===== config.mk =====
export PLATFORM = sky130hd
export DESIGN_NAME = gpio_control_wrapper
export DESIGN_NICKNAME = d
export VERILOG_FILES = /design/src/rtl/gpio_control_wrapper.sv
export SDC_FILE = /design/constraint.sdc
export NUM_CORES = 1
export LEC_CHECK = 0
export BUFFER_PORTS_ARGS = -buffer_cell sky130_fd_sc_hd__buf_4
export CORE_AREA = 2 2 460 462
export CTS_BUF_LIST = sky130_fd_sc_hd__clkbuf_4 sky130_fd_sc_hd__clkbuf_8
export DETAILED_ROUTE_END_ITERATION = 8
export DIE_AREA = 0 0 462 464
export PLACE_DENSITY = 0.3
export SYNTH_ARGS = -nofsm -noshare
export SYNTH_HDL_FRONTEND = slang
export SYNTH_SLANG_ARGS = --single-unit

===== constraint.sdc =====
create_clock -name wb_clk_i -period 5.65 [get_ports wb_clk_i]
set_input_delay 0.2825 -clock wb_clk_i [delete_from_list [all_inputs] [get_ports wb_clk_i]]
set_output_delay 0.2825 -clock wb_clk_i [all_outputs]
set_load 0.03 [all_outputs]

===== src/rtl/gpio_control_wrapper.sv =====
// Wishbone-programmable pad mux: each pad picks one of NUM_DESIGNS user designs via a 4-bit select field.
// Optional select-register lock enabled with `define GPIO_CTRL_LOCK_EN (register at offset 0x14).
module gpio_control_wrapper #(
    parameter logic [31:0] BASE_ADDR   = 32'h0000_0000,
    parameter int          NUM_DESIGNS = 13,
    parameter int          NUM_PINS    = 38
) (
    input  logic                                  wb_clk_i,
    input  logic                                  wb_rst_i,
    input  logic                                  wbs_stb_i,
    input  logic                                  wbs_cyc_i,
    input  logic                                  wbs_we_i,
    input  logic [3:0]                            wbs_sel_i,
    input  logic [31:0]                           wbs_adr_i,
    input  logic [31:0]                           wbs_dat_i,
    output logic                                  wbs_ack_o,
    output logic [31:0]                           wbs_dat_o,
    input  logic [NUM_DESIGNS-1:0][NUM_PINS-1:0]  designs_gpio_out,
    input  logic [NUM_DESIGNS-1:0][NUM_PINS-1:0]  designs_gpio_oeb,
    output logic [NUM_PINS-1:0]                   gpio_out,
    output logic [NUM_PINS-1:0]                   gpio_oeb
);

    logic [3:0]  sel_q [NUM_PINS];
    logic        ack_q;
    logic [31:0] dat_q;
    logic [31:0] rdata;
    logic        locked;
    logic        decoded;
    logic [2:0]  offset;
    logic        start;
    logic        wr_en;
    logic        rd_en;
    logic        adr_unused;

    assign decoded    = wbs_stb_i & wbs_cyc_i & (wbs_adr_i[31:5] == BASE_ADDR[31:5]);
    assign offset     = wbs_adr_i[4:2];
    assign start      = decoded & ~ack_q;
    assign wr_en      = start & wbs_we_i;
    assign rd_en      = start & ~wbs_we_i;
    assign adr_unused = ^wbs_adr_i[1:0];

    assign wbs_ack_o = ack_q;
    assign wbs_dat_o = dat_q;

`ifdef GPIO_CTRL_LOCK_EN
    logic lock_q;

    always_ff @(posedge wb_clk_i or posedge wb_rst_i) begin
        if (wb_rst_i) begin
            lock_q <= 1'b0;
        end else if (wr_en && offset == 3'd5 && wbs_sel_i[0] && wbs_dat_i[0]) begin
            lock_q <= 1'b1;
        end
    end

    assign locked = lock_q;
`else
    assign locked = 1'b0;
`endif

    // Pad p lives in register p/8, nibble p%8; unused nibbles and offsets read as zero.
    always_comb begin
        rdata = 32'h0;
        for (int p = 0; p < NUM_PINS; p++) begin
            if (offset == 3'(p / 8)) begin
                rdata[4*(p%8) +: 4] = sel_q[p];
            end
        end
`ifdef GPIO_CTRL_LOCK_EN
        if (offset == 3'd5) begin
            rdata = {31'h0, lock_q};
        end
`endif
    end

    always_ff @(posedge wb_clk_i or posedge wb_rst_i) begin
        if (wb_rst_i) begin
            ack_q <= 1'b0;
            dat_q <= 32'h0;
            for (int p = 0; p < NUM_PINS; p++) begin
                sel_q[p] <= 4'h0;
            end
        end else begin
            ack_q <= start;
            dat_q <= rd_en ? rdata : 32'h0;
            if (wr_en && !locked) begin
                for (int p = 0; p < NUM_PINS; p++) begin
                    if (offset == 3'(p / 8) && wbs_sel_i[(p%8)/2]) begin
                        sel_q[p] <= wbs_dat_i[4*(p%8) +: 4];
                    end
                end
            end
        end
    end

    // Out-of-range selects tri-state the pad.
    always_comb begin
        gpio_out = '0;
        gpio_oeb = '1;
        for (int p = 0; p < NUM_PINS; p++) begin
            if (int'(sel_q[p]) < NUM_DESIGNS) begin
                gpio_out[p] = designs_gpio_out[sel_q[p]][p];
                gpio_oeb[p] = designs_gpio_oeb[sel_q[p]][p];
            end
        end
    end

endmodule


# Yosys cells after proc, flatten, opt, wreduce, memory -nomap -nowiden
# Index checks and enable logic that the tools add are counted.
# op_classes
magnitude_cmp	76
n_eq_ne	4
mux	267
bitwise_logic	7
n_reduce_logical	40
# ops
operator	count
$bmux W38 S4	76
$lt A4 B5 Y1 const B	38
$mux W4	40
$lt A4 B4 Y1 const B	38
$mux W32	3
$mux W1	78
$mux W38	2
$mux W37	2
$mux W36	2
$mux W35	2
$mux W34	2
$mux W33	2
$mux W31	2
$mux W30	2
$mux W29	2
$mux W28	2
$mux W27	2
$mux W26	2
$mux W25	2
$mux W24	2
$mux W23	2
$mux W22	2
$mux W21	2
$mux W20	2
other kinds (26)	85
# totals
regBits	185
input_bits	1061
out_inout_bits	109
word_cells	434

# Logic depth before layout (Yosys ltp)
# logic_depth
depth_word	7
depth_mapped	6
depth_no_buf	4

# Worst setup path after synthesis
# No wires, ideal clock.
# synth_path
path_type	register -> register
from	register ack_q, in the netlist wbs_ack_o
to	register sel_q[100] in the netlist's numbering
setup_ns	0.125
arrival_ns	1.908
setup_slack_ns	3.617
stages_incl_launch_ff	6
n_path_buf	1
path_cell_list	dfrtp_1 nor4_1 nand4_1 buf_4 nor4_4 mux2_2
# synth_via
elab_chain_len	4
# synth_rtl
element	line	source
start: declaration	25	logic ack_q;
start signal: assignment	85	ack_q <= start;
$not A1 Y1	38	assign start = decoded & ~ack_q;
$and A1 B1 Y1	38	
$and A1 B1 Y1	39	assign wr_en = start & wbs_we_i;
$reduce_and A2 Y1 (no source line)	-	
end signal: indexed assignment	90	sel_q[p] <= wbs_dat_i[4*(p%8) +: 4];
end: declaration	24	logic [3:0] sel_q [NUM_PINS];
# No other way between the ends.
# A chain may end at the register's enable or synchronous reset.

# Worst setup path after layout
# layout_path
from	register ack_q, in the netlist wbs_ack_o
to	register dat_q[6], in the netlist wbs_dat_o[6]
# layout_via
elab_chain_len	4
# layout_rtl
element	line	source
$not A1 Y1	38	
$and A1 B1 Y1	38	
$and A1 B1 Y1	40	assign rd_en = start & ~wbs_we_i;
$mux W32	86	dat_q <= rd_en ? rdata : 32'h0;
end signal: assignment	86	
end: declaration	26	logic [31:0] dat_q;
# No other way between the ends.

==> results.json <==
{
  "yosys.area.top_type": "mux4_2",
  "report.power.total_uw": 3580,
  "yosysWarningCount": 0,
  "setup.worst_path.end": "wbs_dat_o[6]",
  "grt_start_max_net_pins": 98,
  "top_layer": "met5",
  "endpoint_kind": "register",
  "min-delay-start": "wbs_adr_i[3]",
  "reg2reg_from": "wbs_ack_o",
  "clock_latency_ps": 630,
  "avgSynthCellArea_sq_um": 12.6,
  "fin_worst_skew_ps": 17.7,
  "period_minus_slack_ps": 3670,
  "cts_inserted_buffers": 17,
  "wl_met1_mm": 65.2,
  "ys_ff_latch": 185,
  "internal_power_uw": 2460,
  "hold_class": "in2reg",
  "setup_tns_ps": 0,
  "worstPathRequired_ps": 6220,
  "power_frac_comb_pct": 32.7,
  "setup.worst_path.class": "reg2reg",
  "cts_resized": 0,
  "synth.most_common_cell": "mux4_2",
  "grt_overflow": 0,
  "wl_met2_mm": 68.4,
  "start_util_pct": 7.65,
  "synth-main-ff-cell": "dfrtp_1",
  "cp-startpoint": "wbs_ack_o",
  "drt_iter0_drc": 1119,
  "globalRouteTotalUtil_pct": 13.6,
  "synthesis.area_sq_mm": 0.0160,
  "synth_nets": 2332,
  "synth_commonest_cells": "mux4_2, dfrtp_1, mux2_2",
  "path_clk_slew_ps": 120,
  "rsz0062_at_grt": "no",
  "netlist.area_leader.share_pct": 35.5,
  "drc_errors": 0,
  "hold_viol_final": 0,
  "rr_worst_depth": 7,
  "p_seq_share_pct": 37.0,
  "htreeDepth": 4,
  "port_buffers": 1167,
  "fin_ws_ps": 1980,
  "cp-start-kind": "register",
  "netlist_top_cells_area": "mux4_2, dfrtp_1, mux2_2, nor2b_1, a211oi_1",
  "dp_slack_ps": 1840,
  "die_w_microns": 462,
  "yosysSeqAreaShare_pct": 28.9,
  "vias_per_cell": 3.41,
  "drtAntennaViolNets": 0,
  "power_leakage_uw": 0.0117,
  "grt_pass1_vias": 18631,
  "dp_cells": 5124,
  "switching_power_uw": 1130,
  "p_sw_share_pct": 31.4,
  "r2r-end": "wbs_dat_o[6]",
  "max-cap-violations": 0,
  "core_area_sq_mm": 0.209,
  "fin_crit_sh_pct": 65.0,
  "ir_drop_uv": 196,
  "wl_per_cell_microns": 29.0,
  "synth_edf_count": 0,
  "nNetsFinal": 3433,
  "syn_inst": 1271,
  "ctsRootBufferMaster": "clkbuf_8",
  "cp.arrival_ps": 4240,
  "dr_wl_met3_mm": 15.3,
  "gp_congestion": 0.892,
  "grt_pass1_wl_mm": 190,
  "io-pin-count": 1170,
  "via_count": 17763,
  "fillers": 23843,
  "drive_gt1_share_pct": 69.0,
  "dp_hpwl_mm": 133,
  "fin_cells": 5210,
  "antenna_found_initial": 73,
  "die-area_sq_mm": 0.214,
  "cts_sinks": 185,
  "clkPwrFrac_pct": 30.4,
  "wirelength_mm": 151,
  "fmax_ghz": 0.272,
  "async_flop_share_pct": 100,
  "slew_viol_final": 0,
  "firstDrtPassIters": 5,
  "worst-path-max-fanout": 22,
  "slew_headroom_pct": 25.5,
  "power_density_mw_per_mm2": 125,
  "setup_viol": 0,
  "yosysUniqueCellTypes": 28,
  "num_rows": 168,
  "die_height_microns": 464,
  "tightestPinTransition_ps": 1110,
  "clockBufferDepth": 2,
  "syn2layout_area_growth_pct": 79.5,
  "cts_tree": "built",
  "status": "complete, no violations",
  "worst-r2r-setup-slack_ps": 1980
}
==> cells in the final DEF, fill, tap and decap left out, types with 2 or more instances in the layout <==
| cell | n |
|---|---|
| a22oi_1 | 24 |
| nand4_1 | 2 |
| mux4_2 | 252 |
| inv_6 | 3 |
| a32oi_1 | 2 |
| inv_8 | 2 |
| clkinvlp_4 | 3 |
| nor2_1 | 64 |
| dlygate4sd3_1 | 34 |
| bufinv_16 | 3 |
| nor4_1 | 12 |
| o22ai_1 | 45 |
| and2_1 | 2 |
| a211oi_1 | 83 |
| clkbuf_8 | 18 |
| a31oi_1 | 37 |
| buf_4 | 1185 |
| nor4_4 | 19 |
| diode_2 | 22 |
| nand2_1 | 44 |
| dfrtp_1 | 185 |
| nor2b_1 | 119 |
| clkinv_4 | 2 |
| inv_1 | 4 |
| mux2_2 | 152 |
| a21oi_1 | 77 |
==> layer usage <==
layer | vias up | GRT usage, %
li1 | 7420 | -
met4 | 12 | 2.61
met2 | 1097 | 21.6
met5 | - | 0
met3 | 112 | 4.90
met1 | 9122 | 17.6
==> flip-flops by register name, indices dropped and copies added (netlist names) <==
register,cells
sel_q,152
wbs_ack_o,1
wbs_dat_o,32
==> worst max-delay path, cell delays in order, from the launching register on <==
cell and delay, ps:
dfrtp_1 440, nor4_2 660, buf_4 350, nand4_1 120, buf_4 330, or3_2 930
buf_4 380, nor2_1 210
==> final cells by class <==
class                   instances  area, sq um  share of cell area, %
multi-input cells             942        10800                   37.7
repair buffers               1220         9260                   32.2
flip-flops and latches        185         4630                   16.1
well taps                    2805         3510                   12.2
clock buffers                  18          248                  0.862
clock inverters                12          168                  0.584
diodes                         22         55.1                  0.192
inverters                       6         30.0                  0.105
==> power by group through the flow <==
stage               Sequential (uW)  Clock (uW)  Combinational, uW
floorplan                      1350           0                311
global placement               1350           0               1160
detailed placement             1350           0               1160
CTS                            1320        1170               1190
global route                   1320        1190               1240
finish                         1320        1090               1170
==> per-stage QoR <==
step | hold WS (ps) | instance area (sq um) | utilization [%]
global route | 166 | 28700 | 13.7
global placement | 503 | 27900 | 13.3
finish | 217 | 28700 | 13.7
CTS | 110 | 28700 | 13.7
detailed placement | 500 | 27900 | 13.3
floorplan | 434 | 16000 | -
==> cells by family after synthesis <==
family,share of synthesized area [%]
simple gates,10.6
flops,28.9
mux,46.2
buf+inv,3.48
compound gates,10.8
==> how the worst min path moves through the flow <==
| stage | end | cells past startpoint |
|---|---|---|
| finish | wbs_dat_o[31] | 3 |
| global route | wbs_dat_o[31] | 3 |
| CTS | wbs_dat_o[31] | 3 |
| detailed placement | sel_q[132] | 2 |
| global placement | sel_q[132] | 2 |
| floorplan | sel_q[64] | 1 |
==> repair_timing <==
action / CTS / global route
hold buffers: 34 / 0
hold endpoints to repair: 255 / 0
setup buffers: 0 / 0
(Power assumes the default switching activity.)
